**src/rtl/sdram_sched_pkg.sv**
```systemverilog
// Shared constants and FSM encoding for the SDRAM port scheduler.
// Port 0 is the audio (I2S) requester; the rest share a round-robin slot.
package sdram_sched_pkg;

  localparam int ADDR_W = 22;
  localparam int DATA_W = 128;
  localparam int BE_W   = 16;

  localparam int N_CLIENTS_DEF   = 4;
  localparam int AGE_LIMIT_DEF   = 16;
  localparam int ACK_TIMEOUT_DEF = 255;

  typedef enum logic [1:0] {
    ST_IDLE    = 2'd0,
    ST_BUSY    = 2'd1,
    ST_RELEASE = 2'd2
  } sched_state_e;

endpackage

```
**src/rtl/sdram_port_scheduler_rr_picker.sv**
```systemverilog
// Combinational round-robin selection over ports 1..N-1, scanning from ptr
// upward and wrapping back to port 1; port 0 is never considered here.
module rr_picker #(
  parameter int N     = 4,
  parameter int IDX_W = 2
) (
  input  logic [N-1:0]     req,
  input  logic [IDX_W-1:0] ptr,
  output logic             valid,
  output logic [IDX_W-1:0] idx
);

  // First requesting port at or after ptr, wrapping within 1..N-1
  always_comb begin
    int   cand;
    logic hit;
    valid = 1'b0;
    idx   = {IDX_W{1'b0}};
    cand  = 0;
    hit   = 1'b0;
    for (int k = 0; k < N - 1; k++) begin
      cand  = int'(ptr) + k;
      cand  = (cand > N - 1) ? cand - (N - 1) : cand;
      hit   = !valid && req[IDX_W'(cand)];
      idx   = hit ? IDX_W'(cand) : idx;
      valid = valid | hit;
    end
  end

endmodule

```
**src/rtl/sdram_port_scheduler.sv**
```systemverilog
// Arbitrates N_CLIENTS requesters onto a single SDRAM bridge: port 0 has
// priority bounded by an age counter, the others are served round-robin.
module sdram_port_scheduler
  import sdram_sched_pkg::*;
#(
  parameter int N_CLIENTS   = N_CLIENTS_DEF,
  parameter int AGE_LIMIT   = AGE_LIMIT_DEF,
  parameter int ACK_TIMEOUT = ACK_TIMEOUT_DEF
) (
  input  logic                             clk,
  input  logic                             reset,
  input  logic [N_CLIENTS-1:0]             cl_req,
  input  logic [N_CLIENTS-1:0]             cl_wr,
  input  logic [N_CLIENTS-1:0][ADDR_W-1:0] cl_addr,
  input  logic [N_CLIENTS-1:0][DATA_W-1:0] cl_wrdata,
  input  logic [N_CLIENTS-1:0][BE_W-1:0]   cl_be,
  output logic [N_CLIENTS-1:0]             cl_ac,
  output logic [N_CLIENTS-1:0]             cl_wait,
  output logic [DATA_W-1:0]                cl_rddata,
  output logic [ADDR_W-1:0]                bridge_addr,
  output logic [BE_W-1:0]                  bridge_be,
  output logic                             bridge_read,
  output logic                             bridge_write,
  output logic [DATA_W-1:0]                bridge_wrdata,
  input  logic                             bridge_ack,
  input  logic [DATA_W-1:0]                bridge_rddata,
  output logic                             timeout_err
);

  localparam int IDX_W = (N_CLIENTS > 2) ? $clog2(N_CLIENTS) : 1;
  localparam int AGE_W = $clog2(AGE_LIMIT + 1);
  localparam int TMO_W = $clog2(ACK_TIMEOUT + 1);

  sched_state_e     state_r;
  logic [IDX_W-1:0] grant_r;
  logic [IDX_W-1:0] rr_ptr_r;
  logic [AGE_W-1:0] age_r;
  logic [TMO_W-1:0] tmo_cnt_r;

  logic             others_req_s;
  logic             age_full_s;
  logic             rr_valid_s;
  logic [IDX_W-1:0] rr_idx_s;
  logic             pick_valid_s;
  logic [IDX_W-1:0] pick_idx_s;
  logic             ack_s;
  logic             tmo_hit_s;

  rr_picker #(
    .N     (N_CLIENTS),
    .IDX_W (IDX_W)
  ) u_rr_picker (
    .req   (cl_req),
    .ptr   (rr_ptr_r),
    .valid (rr_valid_s),
    .idx   (rr_idx_s)
  );

  assign others_req_s = |cl_req[N_CLIENTS-1:1];
  assign age_full_s   = (age_r == AGE_W'(AGE_LIMIT));
  assign ack_s        = (state_r == ST_BUSY) && bridge_ack;
  // An ack in the final allowed BUSY cycle still completes normally
  assign tmo_hit_s    = (state_r == ST_BUSY) && !bridge_ack &&
                        (tmo_cnt_r == TMO_W'(ACK_TIMEOUT - 1));

  // Winner selection: port 0 unless it has starved the others long enough
  always_comb begin
    pick_valid_s = 1'b0;
    pick_idx_s   = {IDX_W{1'b0}};
    if (cl_req[0] && !(others_req_s && age_full_s)) begin
      pick_valid_s = 1'b1;
      pick_idx_s   = {IDX_W{1'b0}};
    end else if (rr_valid_s) begin
      pick_valid_s = 1'b1;
      pick_idx_s   = rr_idx_s;
    end else begin
      pick_valid_s = 1'b0;
      pick_idx_s   = {IDX_W{1'b0}};
    end
  end

  // Completion pulse routed to the granted port only
  always_comb begin
    cl_ac = {N_CLIENTS{1'b0}};
    for (int i = 0; i < N_CLIENTS; i++) begin
      cl_ac[i] = ack_s && (grant_r == IDX_W'(i));
    end
  end

  assign cl_wait   = cl_req & ~cl_ac;
  assign cl_rddata = bridge_rddata;

  // Scheduler FSM, latched bridge command, age/round-robin/timeout bookkeeping
  always_ff @(posedge clk) begin
    if (reset) begin
      state_r       <= ST_IDLE;
      grant_r       <= {IDX_W{1'b0}};
      rr_ptr_r      <= IDX_W'(1);
      age_r         <= {AGE_W{1'b0}};
      tmo_cnt_r     <= {TMO_W{1'b0}};
      timeout_err   <= 1'b0;
      bridge_read   <= 1'b0;
      bridge_write  <= 1'b0;
      bridge_addr   <= {ADDR_W{1'b0}};
      bridge_be     <= {BE_W{1'b0}};
      bridge_wrdata <= {DATA_W{1'b0}};
    end else begin
      case (state_r)
        ST_IDLE: begin
          if (pick_valid_s) begin
            state_r       <= ST_BUSY;
            grant_r       <= pick_idx_s;
            tmo_cnt_r     <= {TMO_W{1'b0}};
            bridge_addr   <= cl_addr[pick_idx_s];
            bridge_be     <= cl_be[pick_idx_s];
            bridge_wrdata <= cl_wrdata[pick_idx_s];
            bridge_read   <= !cl_wr[pick_idx_s];
            bridge_write  <= cl_wr[pick_idx_s];
            if (pick_idx_s == {IDX_W{1'b0}}) begin
              if (others_req_s && !age_full_s) begin
                age_r <= age_r + AGE_W'(1);
              end else begin
                age_r <= age_r;
              end
            end else begin
              age_r    <= {AGE_W{1'b0}};
              rr_ptr_r <= (pick_idx_s == IDX_W'(N_CLIENTS - 1)) ? IDX_W'(1)
                                                                : pick_idx_s + IDX_W'(1);
            end
          end else begin
            state_r <= ST_IDLE;
          end
        end
        ST_BUSY: begin
          if (bridge_ack || tmo_hit_s) begin
            state_r      <= ST_RELEASE;
            bridge_read  <= 1'b0;
            bridge_write <= 1'b0;
            tmo_cnt_r    <= {TMO_W{1'b0}};
            if (tmo_hit_s) begin
              timeout_err <= 1'b1;
            end else begin
              timeout_err <= timeout_err;
            end
          end else begin
            tmo_cnt_r <= tmo_cnt_r + TMO_W'(1);
          end
        end
        ST_RELEASE: begin
          state_r <= ST_IDLE;
        end
        default: begin
          state_r      <= ST_IDLE;
          bridge_read  <= 1'b0;
          bridge_write <= 1'b0;
        end
      endcase
    end
  end

endmodule
```
**config.mk**
```make
export PLATFORM = sky130hd
export DESIGN_NAME = sdram_port_scheduler
export DESIGN_NICKNAME = d
export VERILOG_FILES = /design/src/rtl/sdram_sched_pkg.sv /design/src/rtl/sdram_port_scheduler_rr_picker.sv /design/src/rtl/sdram_port_scheduler.sv
export SDC_FILE = /design/constraint.sdc
export NUM_CORES = 1
export LEC_CHECK = 0
export CAP_MARGIN = 5
export CORE_AREA = 8 8 426 428
export CTS_BUF_LIST = sky130_fd_sc_hd__clkbuf_8
export CTS_CLUSTER_SIZE = 28
export DETAILED_ROUTE_END_ITERATION = 12
export DIE_AREA = 0 0 434 436
export PLACE_DENSITY = 0.32
export SLEW_MARGIN = 20
export SYNTH_ARGS = -nofsm -noshare
export SYNTH_HDL_FRONTEND = slang
export SYNTH_HIERARCHICAL = 1
export SYNTH_SLANG_ARGS = --single-unit
```
**constraint.sdc**
```tcl
create_clock -name clk -period 4.1 [get_ports clk]
set_input_delay 0.82 -clock clk [delete_from_list [all_inputs] [get_ports clk]]
set_output_delay 0.82 -clock clk [all_outputs]
set_load 0.01 [all_outputs]
```
==> results.md <==
* Status: finished, final reports clean
* Chip Height at 436 um
* Total wire length at 116500 um
* Critical Path Max Stage Delay at 0.60 ns
* Syn Nets at 2231
* Pre-CTS WS at 0.03634 ns
* Worst vdd ir at 0.2800 mV
* Area share of fa/ha/maj cells after synthesis at 0.7675%
* Post-Synth XOR/XNOR Area at 0%
* Share of layout cells above drive strength 1 at 20.10%
* # clock sinks at 188
* # nets final at 2942
* Yosys top cell by area: dfxtp_1
* EDFF count, synth at 0
* CP max-delay cell: mux4_2
* Longest Clk Path Bufs at 2
* Synthesized area at 13040 um^2
* Pins Over Slew Limit at 0
* F_max at 290.4 MHz
* Final Instance Area at 24380 um^2
* Worst Path Required at 4.62 ns
* Maximum level of the CTS H-tree at 4
* Count leader, synth: dfxtp_1
* Drc violations at 0
* LEAKAGE at 8.033 nW
* Post-cts resize count at 0
* Crit start category: flop
* Post-synthesis async set-or-reset flop share at 0%
* Root buf cell: clkbuf_8
* Synth unique cells at 54
* Largest net degree at the start of global routing at 66
* Final core occ at 13.93%
* Flop and latch count out of synthesis at 188
* Largest family of logic cells by synthesized area: compound AO/OA/AOI/OAI gates
* Worst Tran Pin Value at 0.8062 ns
* Initial core utilization at 7.454%
* Vias in the first global route at 15020
* Fin crit share at 83.99%
* Post-CTS Setup Repair Bufs at 0
* Clk_skew at 0.03319 ns
* Post-DP Area at 23980 um^2
* Hpwl dp at 99300 um
* Core ar. at 175000 um^2
* Post-synthesis mux area share at 15.42%
* Synth Area in Compound Gates at 29.93%
* Worst Hold Endpoint: bridge_wrdata[76]
* Worst-path maximum fanout at 65
* Reg2Reg Launch Point: rr_ptr_r[0]
* RR Endpoint: bridge_wrdata[99]
* Hold Crit Depth at 2
* CP endpoint kind: flop
* HP Start: bridge_wrdata[76]
* Final Power at 0.01272 W
* Primary FF master, synth: dfxtp_1
* RSZ-0062 raised after global routing: false
* Number of iterations in the first detailed-routing pass at 4
* First-pass GRT wire length at 149900 um
* Top cells by count, synth: 188 x dfxtp_1, 180 x inv_1, 178 x nor2_1
* TritonCTS clock tree: yes
* Period minus WS final at 3.444 ns
* Reg2reg path depth at 9
* Synth top area cells: dfxtp_1 29%, o32ai_2 16%, mux2_2 14%
* Post-Synth Simple-Gate Area at 7.790%
* Critical path, cell by cell: inv_1 -> ha_1 -> mux4_2 -> nor3b_1 -> o32a_2 -> buf_12 -> mux2_2 -> o22ai_1 -> o32ai_1
* Clock slew at reported path FFs at 0.13 ns
* Io pins at 1108
* Pwr/cell area at 521.8 nW/um^2
* Hold_buf cts at 0
* Gr ovfl total at 0
* DRT iter0 DRCs at 510
* Min-delay worst type: flop to flop
* Register area share after synthesis at 28.86%
* Total GRT Usage at 11.81%
* Number of core rows at 154
* Mapped Avg Cell Area at 9.184 um^2
* Initial antenna violation count at 77
* Final setup viols at 0
* TNS Setup at 0 ns
* CTS buffer count at 17
* Area growth, synth to finish at 86.91%
* Synth warn at 6
* Crit Path Class: flop to flop
* Routed Antenna Nets at 0
* Gpl congestion at 0.8050
* Worst R2R Setup Slack at 0.66 ns
* Clock latency on the worst-skew pair at 0.65 ns
* Post-route setup slack at 0.6565 ns
* Die area at 189200 um^2
* Routed vias/inst at 3.140
* Final hold violations at 0
* Syn Inst Count at 1420
* Post-detailed-route wirelength per cell at 25.89 um
* IO buf count at 851
* Die width at 434 um
* Crit path DAT at 3.96 ns
* Total of max-cap violations at 0
* Yosys top cell area share at 28.86%
* Vias after detailed routing at 14120
* Max-Slew Margin vs Limit at 46.11%
[where the power goes]
| part | total, W | switching (W) | internal, W |
|---|---|---|---|
| logic | 0.00849 | 0.00435 | 0.00414 |
| registers | 0.00278 | 0.000357 | 0.00243 |
| clock network | 0.00145 | 0.000967 | 0.000480 |
[logic make-up (layout without fill, tap and decap cells)]
logic type,after synthesis,in the layout
AO/OA/AOI/OAI,392,392
adder cells (fa/ha/maj),8,8
buffers and inverters,424,1148
flip-flops,188,188
multiplexers,175,175
other,0,14
AND/OR/NAND/NOR,233,233
[cell usage in the layout, fill, tap and decap left out, types with 14 or more instances in the layout]
master	count
o32ai_1	36
o32ai_2	130
buf_12	31
diode_2	14
inv_1	184
mux2_2	167
clkdlybuf4s50_1	851
clkbuf_8	17
dfxtp_1	188
o22ai_1	166
buf_4	53
nor2_1	178
[per-stage QoR]
stage | hold WS [ns] | std cells
6_report | 0.4616 | 4498
3_3_place_gp | 0.4396 | 4452
3_5_place_dp | 0.4440 | 4452
5_1_grt | 0.4818 | 4488
2_1_floorplan | 0.4483 | 1420
4_1_cts | 0.4628 | 4484
[area by class of cell]
type / instances / area, um^2
timing repair buffer: 935 / 9537
tap: 2340 / 2928
fill: 20010 / 150600
sequential: 188 / 3764
antenna: 14 / 35.03
clock inverter: 15 / 123.9
multi-input combinational: 808 / 7076
inverter: 181 / 679.4
clock buffer: 17 / 234.0
[layer usage]
metal	GRT usage (%)	wire (um)	vias to the layer above
li1	-	-	6507
met1	12.24	42100	6734
met2	22.24	62100	628
met3	3.553	7742	240
met4	4.269	4372	14
met5	0.3073	150	-
[how the worst max path moves through the flow]
stage / from / end / slack, ns
after floorplan: rr_ptr_r[0] / age_r[3] / 0.58
after global placement: cl_req[3] / bridge_wrdata[34] / 0.07
after global routing: rr_ptr_r[0] / bridge_addr[6] / 0.50
final: rr_ptr_r[0] / bridge_wrdata[99] / 0.66
after CTS: state_r[0] / cl_ac[1] / 0.59
after detailed placement: cl_req[3] / bridge_wrdata[34] / 0.04
[sequential cells by signal (all words and copies together), names as in the netlist]
register / flops
grant_r: 2
rr_ptr_r: 2
tmo_cnt_r: 8
bridge_wrdata: 128
age_r: 5
bridge_addr: 22
bridge_read: 1
bridge_be: 16
state_r: 2
bridge_write: 1
timeout_err: 1
[worst max-delay path, delay by kind of cell (launching register included)]
kind,cells,cell delay (ns)
compound gates,3,0.92
fa+ha+maj,1,0.42
buf+inv,2,0.38
flops,1,0.36
mux,2,1.01
simple gates,1,0.22
Note: power is estimated with default switching activity, not from simulation.
